File: config.mk
export PLATFORM = sky130hd
export DESIGN_NAME = gene_loader
export DESIGN_NICKNAME = d
export VERILOG_FILES = /design/src/rtl/gene_loader.sv
export SDC_FILE = /design/constraint.sdc
export NUM_CORES = 1
export LEC_CHECK = 0
export BUFFER_PORTS_ARGS = -buffer_cell sky130_fd_sc_hd__buf_2
export CAP_MARGIN = 20
export CORE_MARGIN = 2
export CORE_UTILIZATION = 53
export DETAILED_ROUTE_END_ITERATION = 6
export PLACE_DENSITY = 0.78
export SKIP_CTS_REPAIR_TIMING = 1
export SLEW_MARGIN = 20
export SYNTH_ARGS = -nofsm -noshare
export SYNTH_HDL_FRONTEND = slang
export SYNTH_SLANG_ARGS = --single-unit
File: constraint.sdc
create_clock -name clk -period 2.7 [get_ports clk]
set_input_delay 0.27 -clock clk [delete_from_list [all_inputs] [get_ports clk]]
set_output_delay 0.27 -clock clk [all_outputs]
set_load 0.05 [all_outputs]
File: src/rtl/gene_loader.sv
// rtl/gene_loader.sv - packs a 2-bit base stream into nibbles and writes them to gene memory
module gene_loader #(
  parameter int          ADDR_W   = 8,
  parameter logic [1:0]  PAD_BASE = 2'b00
) (
  input  logic              clk,
  input  logic              rst,
  input  logic              start,
  input  logic              base_valid,
  input  logic [1:0]        base,
  input  logic              seq_end,
  output logic              base_ready,
  output logic [ADDR_W-1:0] addr_gen,
  output logic [3:0]        din_gen,
  output logic              we_gen,
  output logic [ADDR_W:0]   nib_cnt,
  output logic              done_load,
  output logic              full
);

  typedef enum logic [2:0] {
    S_IDLE,
    S_HI,
    S_LO,
    S_WR,
    S_DONE
  } state_t;

  localparam logic [ADDR_W:0] MAX_CNT = {1'b1, {ADDR_W{1'b0}}};

  state_t              state_q, state_d;
  logic [3:0]          nib_q, nib_d;
  logic [3:0]          din_q, din_d;
  logic                seq_q, seq_d;
  logic [ADDR_W-1:0]   addr_q, addr_d;
  logic [ADDR_W:0]     cnt_q, cnt_d;
  logic [ADDR_W:0]     cnt_inc;
  logic                full_q, full_d;
  logic                accept;

  assign base_ready = (state_q == S_HI) || (state_q == S_LO);
  assign accept     = base_valid && base_ready;
  assign cnt_inc    = cnt_q + 1'b1;

  always_ff @(posedge clk or posedge rst) begin
    if (rst) begin
      state_q <= S_IDLE;
      nib_q   <= '0;
      din_q   <= '0;
      seq_q   <= 1'b0;
      addr_q  <= '0;
      cnt_q   <= '0;
      full_q  <= 1'b0;
    end else begin
      state_q <= state_d;
      nib_q   <= nib_d;
      din_q   <= din_d;
      seq_q   <= seq_d;
      addr_q  <= addr_d;
      cnt_q   <= cnt_d;
      full_q  <= full_d;
    end
  end

  always_comb begin
    state_d = state_q;
    nib_d   = nib_q;
    din_d   = din_q;
    seq_d   = seq_q;
    addr_d  = addr_q;
    cnt_d   = cnt_q;
    full_d  = full_q;
    case (state_q)
      S_IDLE, S_DONE: begin
        if (start) begin
          state_d = S_HI;
          addr_d  = '0;
          cnt_d   = '0;
          full_d  = 1'b0;
          seq_d   = 1'b0;
        end
      end
      S_HI: begin
        if (seq_end) seq_d = 1'b1;
        if (accept) begin
          if (seq_end) begin
            nib_d   = {base, PAD_BASE};
            din_d   = {base, PAD_BASE};
            state_d = S_WR;
          end else begin
            nib_d   = {base, nib_q[1:0]};
            state_d = S_LO;
          end
        end else if (seq_end) begin
          state_d = S_DONE;
        end
      end
      S_LO: begin
        if (seq_end) seq_d = 1'b1;
        if (accept) begin
          nib_d   = {nib_q[3:2], base};
          din_d   = {nib_q[3:2], base};
          state_d = S_WR;
        end else if (seq_end) begin
          nib_d   = {nib_q[3:2], PAD_BASE};
          din_d   = {nib_q[3:2], PAD_BASE};
          state_d = S_WR;
        end
      end
      S_WR: begin
        cnt_d = cnt_inc;
        // The address saturates on the final slot so it never wraps back to 0 mid-load.
        if (addr_q != '1) addr_d = addr_q + 1'b1;
        if (cnt_inc == MAX_CNT) begin
          full_d  = 1'b1;
          state_d = S_DONE;
        end else if (seq_q) begin
          state_d = S_DONE;
        end else begin
          state_d = S_HI;
        end
      end
      default: state_d = S_IDLE;
    endcase
  end

  assign we_gen    = (state_q == S_WR);
  assign done_load = (state_q == S_DONE);
  assign din_gen   = din_q;
  assign addr_gen  = addr_q;
  assign nib_cnt   = cnt_q;
  assign full      = full_q;

endmodule

==> impl_metrics.py, run 1 <==
metrics = {
    "run_status": {
        "status": "finished with violations",
        "violations": "hold timing",
    },
    "sta": {
        "hold_violations": 10,
        "worst_slew_pin_slew_ps": 593,
        "drv_slew": 0,
        "hold_slack_ps": -8.18,
        "fin_crit_ps": 2240,
        "fin_tns_setup_ps": 0,
        "relSlewSlack_pct": 60.4,
        "fin_crit_sh_pct": 83.1,
        "clock.fmax_mhz": 446,
        "finClkSkew_ps": 5.33,
        "finalSetupViolCount": 0,
        "grt_setup_unrepaired": "no",
    },
    "grt": {
        "grt_start_max_net_pins": 29,
        "grt_usage_pct": 20.0,
        "grt-ovfl-total": 0,
        "grt_pass1_wl_mm": 5.24,
        "antenna_found_initial": 0,
        "grt_pass1_vias": 1153,
    },
    "synthesis": {
        "avgSynthCellArea_sq_um": 9.27,
        "synth-compound-area-share_pct": 16.0,
        "synthArstFlopShare_pct": 100,
        "ys_seq_area_share_pct": 46.1,
        "yosysUniqueCellTypes": 43,
        "synthSimpleGateAreaFrac_pct": 22.5,
        "synthesis.nets": 174,
        "synth_area_leaders": "dfrtp_1 46%, nand2_1 5.4%, o21ai_0 4.9%, nor2_1 3.7%, xor2_1 3.5%",
        "synthFlopType": "dfrtp_1",
        "synth-edff-count": 0,
        "synth_top_area_cell": "dfrtp_1",
        "synth-xor-area-share_pct": 5.76,
        "yosysWarnings": 0,
        "synth_most_common_cell": "dfrtp_1",
        "synth_cells": 164,
        "synthTopCellsByCount": "28 x dfrtp_1, 22 x nand2_1, 15 x nor2_1, 15 x o21ai_0",
        "ys_seq_elements": 28,
        "synth_area_sq_mm": 0.00152,
        "synthAdderAreaFrac_pct": 2.47,
        "netlist.area_leader.share_pct": 46.1,
        "synth_top_family_by_area": "simple AND/OR/NAND/NOR gates",
        "synthMuxAreaShare_pct": 3.46,
    },
    "floorplanning": {
        "core_sq_mm": 0.00273,
        "die_height_um": 57.6,
        "ios": 32,
        "die_area_sq_mm": 0.00331,
        "start_util_pct": 55.6,
        "fp-row-count": 19,
        "die_w_um": 57.6,
    },
    "cells_and_area": {
        "fin_util_pct": 62.7,
        "layout.nets": 203,
        "drive_gt1_share_pct": 22.4,
        "fillers": 226,
        "antennaDiodeCount": 0,
        "fin_area_sq_mm": 0.00171,
        "synthToLayoutAreaGrowth_pct": 12.7,
    },
    "power": {
        "p_per_area_mw_per_mm2": 885,
        "seqPwrFrac_pct": 40.8,
        "vdd_ir_drop_max_v": 0.000696,
        "p_comb_share_pct": 46.2,
        "intPower_uw": 802,
        "p_switching_uw": 714,
        "p_sw_share_pct": 47.1,
        "p_leak_uw": 0.000824,
        "clock_power_share_pct": 13.0,
    },
    "worst_setup_path": {
        "crit_fanout": 13,
        "worst-r2r-setup-slack_ps": 650,
        "crit_arrival_ps": 1970,
        "critPathLaunchType": "flop",
        "end_kind": "output pin",
        "r2r_end": "nib_cnt[4]",
        "rr_startpoint": "state_q[2]",
        "crit_required_ps": 2430,
        "critPathKind": "flop to output pin",
        "reg2reg_depth": 5,
    },
    "clock_network": {
        "cts_tree": "yes",
        "cts_sinks": 28,
        "cts_buffers": 3,
        "cts_max_level": 1,
        "path_clk_slew_ps": 140,
        "clk_latency_ps": 310,
        "cts_root_buffer": "clkbuf_4",
        "cts_max_path_buffers": 2,
    },
    "drt": {
        "vias_per_cell": 5.79,
        "drcViolationCount": 0,
        "ant_nets": 0,
        "first_pass_iters": 4,
        "first_iter_violations": 62,
        "routed_wl_mm": 3.12,
        "vias": 1292,
        "wl_per_cell_um": 14.0,
    },
    "place": {
        "gp_congestion": 0.844,
        "portBuffers": 31,
        "placed_area_sq_mm": 0.00168,
        "place_hpwl_mm": 2.27,
    },
    "min_path": {
        "hp-class": "input port to async pin",
    },
    "run": {
        "maxCapViolCount": 0,
    },
}
worst max-delay path: stages (launching register included):
cell and delay [ps]:
dfrtp_1 500, nand3b_1 510, inv_2 340, buf_2 310
layout by cell type, fill, tap and decap left out, types with 3 or more instances in the layout:
master    instances
o21ai_0          15
nand2_1          22
clkbuf_4          3
nand4_1           5
buf_2            31
xnor2_1           4
nor2_1           15
dfrtp_1          28
o31ai_1           4
ha_1              3
and3_1            4
a21oi_1           6
nand2b_1          3
xor2_1            6
nand3_1           4
inv_1             3
nor2b_1           3
mux2i_1           3
area by class of cell:
class | count | area [sq um] | area share (%)
multi-input combinational | 124 | 763 | 44.6
sequential | 28 | 701 | 40.9
timing repair buffer | 31 | 155 | 9.06
tap | 31 | 38.8 | 2.26
clock buffer | 4 | 36.3 | 2.12
inverter | 5 | 18.8 | 1.10
per-layer routing:
| layer | GRT usage, % | up-vias | wire length (um) |
|---|---|---|---|
| met5 | 0 | - | 0 |
| met4 | 7.97 | 0 | 29 |
| met3 | 2.27 | 4 | 128 |
| met2 | 31.3 | 33 | 1520 |
| met1 | 28.4 | 616 | 1440 |
| li1 | - | 639 | - |
state kept, by name, summed over array words and instances (netlist names):
name      flops
addr_gen      8
din_gen       4
full          1
nib_cnt       9
nib_q         2
seq_q         1
state_q       3
logic make-up after synthesis:
family,Yosys count
muxes,5
buffers and inverters,12
DFF,28
and+or+nand+nor,68
AOI/OAI and AO/OA,38
xor gates and xnor gates,10
adders and majority gates,3
power by group through the flow:
stage               registers [uW]  logic, uW  clock network (uW)
floorplan                      758        417                   0
global placement               616        686                   0
detailed placement             626        701                   0
CTS                            617        705                 206
global route                   635        758                 224
finish                         618        701                 197
worst max path at each step:
stage,endpoint,start,cells past startpoint,slack [ps]
final,we_gen,state_q[2],3,460
after global routing,we_gen,state_q[2],3,330
after CTS,we_gen,state_q[2],3,450
after detailed placement,state_q[0],nib_cnt[0],6,670
after global placement,state_q[0],nib_cnt[0],6,720
after floorplan,state_q[0],nib_cnt[0],6,520
stage by stage:
step | hold WS [ps] | instances | total power, uW | setup slack, ps
floorplan | 335 | 164 | 1170 | 520
global placement | 465 | 219 | 1300 | 716
detailed placement | 480 | 219 | 1330 | 670
CTS | 195 | 223 | 1530 | 446
global route | 7.19 | 223 | 1620 | 330
finish | -8.18 | 223 | 1520 | 458
Note: power is estimated with default switching activity, not from simulation.
==> run 2: changes to the inputs <==
--- a/config.mk
+++ b/config.mk
@@ -8,9 +8,9 @@
 export BUFFER_PORTS_ARGS = -buffer_cell sky130_fd_sc_hd__buf_2
 export CAP_MARGIN = 20
 export CORE_MARGIN = 2
-export CORE_UTILIZATION = 53
+export CORE_UTILIZATION = 48
 export DETAILED_ROUTE_END_ITERATION = 6
-export PLACE_DENSITY = 0.78
+export PLACE_DENSITY = 0.74
 export SKIP_CTS_REPAIR_TIMING = 1
 export SLEW_MARGIN = 20
 export SYNTH_ARGS = -nofsm -noshare
==> constraint.sdc (replaced) <==
create_clock -name clk -period 1.9 [get_ports clk]
set_input_delay 0.19 -clock clk [delete_from_list [all_inputs] [get_ports clk]]
set_output_delay 0.19 -clock clk [all_outputs]
set_load 0.05 [all_outputs]
==> run 2 against run 1 <==
  * Final area is 7.2% higher
  * Global-route usage is 0.61 points higher
  * The flow still finishes with violations (hold timing)
  * Register-to-register slack worse by 580 ps
  * Via count is 1.5% higher
  * Worst hold slack worse by 17 ps
  * Combinational power is 57% higher
  * Clock skew is 2.2 ps lower
  * Die area is 9.7% higher
  * Wire length is 4.4% higher
  * Largest cell class unchanged
  * Clock power is 96% higher
  * Largest power group unchanged
  * Non-clock buffer count is 7 higher
==> impl_metrics.py, run 2 (same netlist as run 1, synthesis figures left out) <==
metrics = {
    "run_status": {
        "status": "finished with violations",
        "violations": "hold timing",
    },
    "worst_setup_path": {
        "crit_fanout": 7,
        "r2r_end": "state_q[0]",
        "rr_startpoint": "nib_cnt[0]",
        "crit_arrival_ps": 2070,
        "worst-r2r-setup-slack_ps": 70,
        "critPathKind": "flop to flop",
        "reg2reg_depth": 6,
        "crit_required_ps": 2130,
        "critPathLaunchType": "flop",
        "end_kind": "flop",
    },
    "floorplanning": {
        "die_area_sq_mm": 0.00363,
        "fp-row-count": 20,
        "core_sq_mm": 0.00303,
        "die_height_um": 60.3,
        "start_util_pct": 50.2,
        "die_w_um": 60.3,
        "ios": 32,
    },
    "drt": {
        "vias_per_cell": 5.40,
        "wl_per_cell_um": 13.4,
        "first_iter_violations": 88,
        "ant_nets": 0,
        "routed_wl_mm": 3.26,
        "first_pass_iters": 4,
        "vias": 1311,
        "drcViolationCount": 0,
    },
    "grt": {
        "grt-ovfl-total": 0,
        "grt_start_max_net_pins": 22,
        "grt_usage_pct": 20.6,
        "grt_pass1_vias": 1250,
        "antenna_found_initial": 0,
        "grt_pass1_wl_mm": 5.63,
    },
    "cells_and_area": {
        "mostFrequentLayoutCells": "31 x buf_2, 24 x dfrtp_1, 22 x nand2_1",
        "fin_cells": 243,
        "layout.nets": 210,
        "fillers": 287,
        "largest_reg_flops": 9,
        "final_common_cell": "buf_2",
        "register_area_sq_um": 708,
        "multiInputGateArea_sq_um": 793,
        "fin_area_sq_mm": 0.00184,
        "antennaDiodeCount": 0,
        "drive_gt1_share_pct": 28.6,
        "synthToLayoutAreaGrowth_pct": 20.7,
    },
    "clock_network": {
        "cts_max_path_buffers": 2,
        "cts_buffers": 3,
        "cts_max_level": 1,
        "cts_sinks": 28,
        "clk_latency_ps": 330,
        "path_clk_slew_ps": 150,
        "cts_root_buffer": "clkbuf_4",
        "cts_tree": "yes",
    },
    "place": {
        "place_hpwl_mm": 2.42,
        "post-place-cells": 237,
        "gp_congestion": 0.876,
        "portBuffers": 31,
        "pre_cts_ws_ps": 41.0,
        "placed_area_sq_mm": 0.00175,
    },
    "sta": {
        "hold_slack_ps": -25.1,
        "fin_crit_sh_pct": 96.5,
        "finalSetupViolCount": 0,
        "grt_setup_unrepaired": "yes",
        "setup_ws_ps": 66.3,
        "clock.fmax_mhz": 545,
        "drv_slew": 0,
        "fin_crit_ps": 1830,
        "worst_slew_pin_slew_ps": 776,
        "relSlewSlack_pct": 48.2,
        "fin_tns_setup_ps": 0,
        "hold_violations": 20,
        "finClkSkew_ps": 3.13,
    },
    "power": {
        "p_leak_uw": 0.000856,
        "vdd_ir_drop_max_v": 0.000624,
        "p_per_area_mw_per_mm2": 1280,
    },
    "run": {
        "maxCapViolCount": 0,
    },
    "min_path": {
        "hp-class": "input port to async pin",
    },
}
==> run 2: stage by stage <==
stage / utilization [%] / power, uW
after floorplan: - / 1690
after global placement: 57.8 / 1910
after detailed placement: 57.8 / 1960
after CTS: 59.5 / 2360
after global routing: 60.6 / 2520
final: 60.6 / 2360
==> run 2: critical path, cell delays in order, from the launching register on <==
cell and delay, ps:
dfrtp_4 550, ha_4 190, and3_4 200, nor4_2 140, a311oi_1 110, or3_1 380
o21a_1 180
==> run 2: report_power, final <==
group / switching (uW) / total [uW] / internal (uW)
Combinational: 742 / 1100 / 358
Clock: 173 / 386 / 213
Sequential: 135 / 869 / 734
Total: 1050 / 2360 / 1310
==> run 2: final cells by class <==
type	instances	share of cell area, %
inverter	5	1.02
clock buffer	3	1.23
clock inverter	1	1.64
sequential	28	38.6
tap	44	3.00
timing repair buffer	38	11.3
multi-input combinational	124	43.2
==> run 2: worst max path at each step <==
stage	to	cells past startpoint	slack [ps]	from
after floorplan	addr_gen[7]	6	5	addr_gen[0]
after global placement	state_q[0]	6	120	nib_cnt[0]
after detailed placement	state_q[0]	6	40	nib_cnt[0]
after CTS	state_q[0]	6	6	nib_cnt[0]
after global routing	state_q[0]	5	-50	nib_cnt[4]
final	state_q[0]	6	70	nib_cnt[0]
==> run 2: per-layer routing <==
metal  part of all wire, %  vias up  global-route usage (%)
met5                     0        -                       0
met4                  0.61        0                    3.81
met3                   4.1        2                    3.90
met2                    48       25                    33.5
met1                    48      633                    28.9
li1                      -      651                       -
==> run 3: changes to the inputs <==
--- a/config.mk
+++ b/config.mk
@@ -7,7 +7,6 @@
 export LEC_CHECK = 0
 export BUFFER_PORTS_ARGS = -buffer_cell sky130_fd_sc_hd__buf_2
 export CAP_MARGIN = 20
-export CORE_MARGIN = 2
 export CORE_UTILIZATION = 48
 export DETAILED_ROUTE_END_ITERATION = 6
 export PLACE_DENSITY = 0.74
==> run 3 against run 2 <==
  * The run still ends with hold timing left
  * Clock power down 35%
  * Register-to-register slack about the same
  * Final area about the same
  * Via count up 0.53%
  * Largest cell class unchanged
  * Highest routed layer unchanged
==> impl_metrics.py, run 3 (same netlist as run 1, synthesis figures left out) <==
metrics = {
    "power": {
        "vdd_ir_drop_max_v": 0.000532,
        "power_uw": 2210,
        "p_per_area_mw_per_mm2": 1210,
        "p_leak_uw": 0.000847,
    },
    "floorplanning": {
        "ios": 32,
        "die_w_um": 58.3,
        "core_sq_mm": 0.00303,
        "start_util_pct": 50.2,
        "die_area_sq_mm": 0.00340,
        "die_height_um": 58.3,
        "fp-row-count": 20,
    },
    "grt": {
        "grt_pass1_vias": 1220,
        "grt_start_max_net_pins": 22,
        "grt-busiest-layer": "met2",
        "use_met3_pct": 2.01,
        "grt-ovfl-total": 0,
        "antenna_found_initial": 0,
        "grt_util_met2_pct": 33.2,
        "grtUsageMet1_pct": 29.5,
        "grt_pass1_wl_mm": 5.44,
        "grt_usage_pct": 20.9,
    },
    "sta": {
        "fin_tns_setup_ps": 0,
        "worst_slew_pin_slew_ps": 761,
        "drv_slew": 0,
        "fin_crit_ps": 1820,
        "finalSetupViolCount": 0,
        "relSlewSlack_pct": 49.2,
        "clock.fmax_mhz": 549,
        "hold_violations": 20,
        "finClkSkew_ps": 7.83,
        "grt_setup_unrepaired": "yes",
        "fin_crit_sh_pct": 95.9,
        "hold_slack_ps": -26.7,
    },
    "clock_network": {
        "cts_root_buffer": "clkbuf_4",
        "cts_max_path_buffers": 2,
        "cts_max_level": 1,
        "clk_latency_ps": 330,
        "cts_buffers": 3,
        "path_clk_slew_ps": 150,
        "cts_sinks": 28,
        "cts_tree": "yes",
    },
    "worst_setup_path": {
        "end_kind": "flop",
        "cpMaxStageDelayCell": "dfrtp_1",
        "critical-path-top-delay-family": "simple AND/OR/NAND/NOR gates",
        "crit_arrival_ps": 2050,
        "crit_required_ps": 2130,
        "crit_chain": "nand4_1 > nor4_2 > a311oi_2 > or3_1 > o21a_1",
        "critPathKind": "flop to flop",
        "crit_buf_inv": 0,
        "crit_fanout": 7,
        "critPathLaunchType": "flop",
        "crit_path_max_incr_delay_ps": 530,
    },
    "run_status": {
        "violations": "hold timing",
        "status": "finished with violations",
    },
    "cells_and_area": {
        "fin_cells": 243,
        "fillers": 269,
        "register_area_sq_um": 708,
        "synthToLayoutAreaGrowth_pct": 20.8,
        "mostFrequentLayoutCells": "31 x buf_2, 24 x dfrtp_1, 22 x nand2_1",
        "multiInputGateArea_sq_um": 821,
        "largest_reg_flops": 9,
        "drive_gt1_share_pct": 29.6,
        "layout.nets": 210,
        "antennaDiodeCount": 0,
        "fin_util_pct": 60.7,
        "final_common_cell": "buf_2",
    },
    "drt": {
        "first_iter_violations": 57,
        "vias": 1318,
        "drcViolationCount": 0,
        "vias_per_cell": 5.42,
        "wl_per_cell_um": 13.4,
        "ant_nets": 0,
        "first_pass_iters": 4,
        "routed_wl_mm": 3.26,
    },
    "place": {
        "gp_congestion": 0.884,
        "post-place-cells": 237,
        "portBuffers": 31,
        "place_hpwl_mm": 2.35,
    },
    "run": {
        "maxCapViolCount": 0,
    },
    "min_path": {
        "hp-class": "input port to async pin",
    },
}
run 3: layer usage:
metal	wire, um	vias up
li1	-	649
met1	1570	616
met2	1480	46
met3	147	7
met4	57	0
met5	0	-
run 3: worst paths after layout:
kind	startpoint	to	slack, ps	cells after the start
min reg2reg	din_gen[3]	din_gen[3]	500	2
max reg2reg	nib_cnt[4]	state_q[0]	80	5
max	nib_cnt[4]	state_q[0]	80	5
max in group asynchronous	rst	seq_q	1310	3
min	rst	nib_cnt[0]	-30	2
min in group clk	base[0]	nib_q[2]	110	2
run 3: metrics by stage:
| stage | cell area [sq um] | hold slack [ps] | setup slack, ps |
|---|---|---|---|
| after global routing | 1840 | 54.6 | -19.6 |
| after floorplan | 1540 | 255 | 5.06 |
| after global placement | 1750 | 362 | 114 |
| after CTS | 1780 | 0.272 | 19.4 |
| final | 1840 | -26.7 | 77.6 |
| after detailed placement | 1750 | 374 | 74.8 |
run 3: power by group:
group | total, uW | switching, uW | leakage, uW | internal, uW
registers | 869 | 135 | 0.000368 | 734
clock network | 250 | 168 | 0.0000150 | 82.3
logic | 1090 | 738 | 0.000464 | 356
total | 2210 | 1040 | 0.000847 | 1170
run 3: cell type report:
| cell class | instances | share of cell area, % |
|---|---|---|
| timing repair buffer | 38 | 11.3 |
| tap | 44 | 3.00 |
| multi-input combinational | 124 | 44.7 |
| sequential | 28 | 38.6 |
| clock buffer | 4 | 1.43 |
| inverter | 5 | 1.02 |
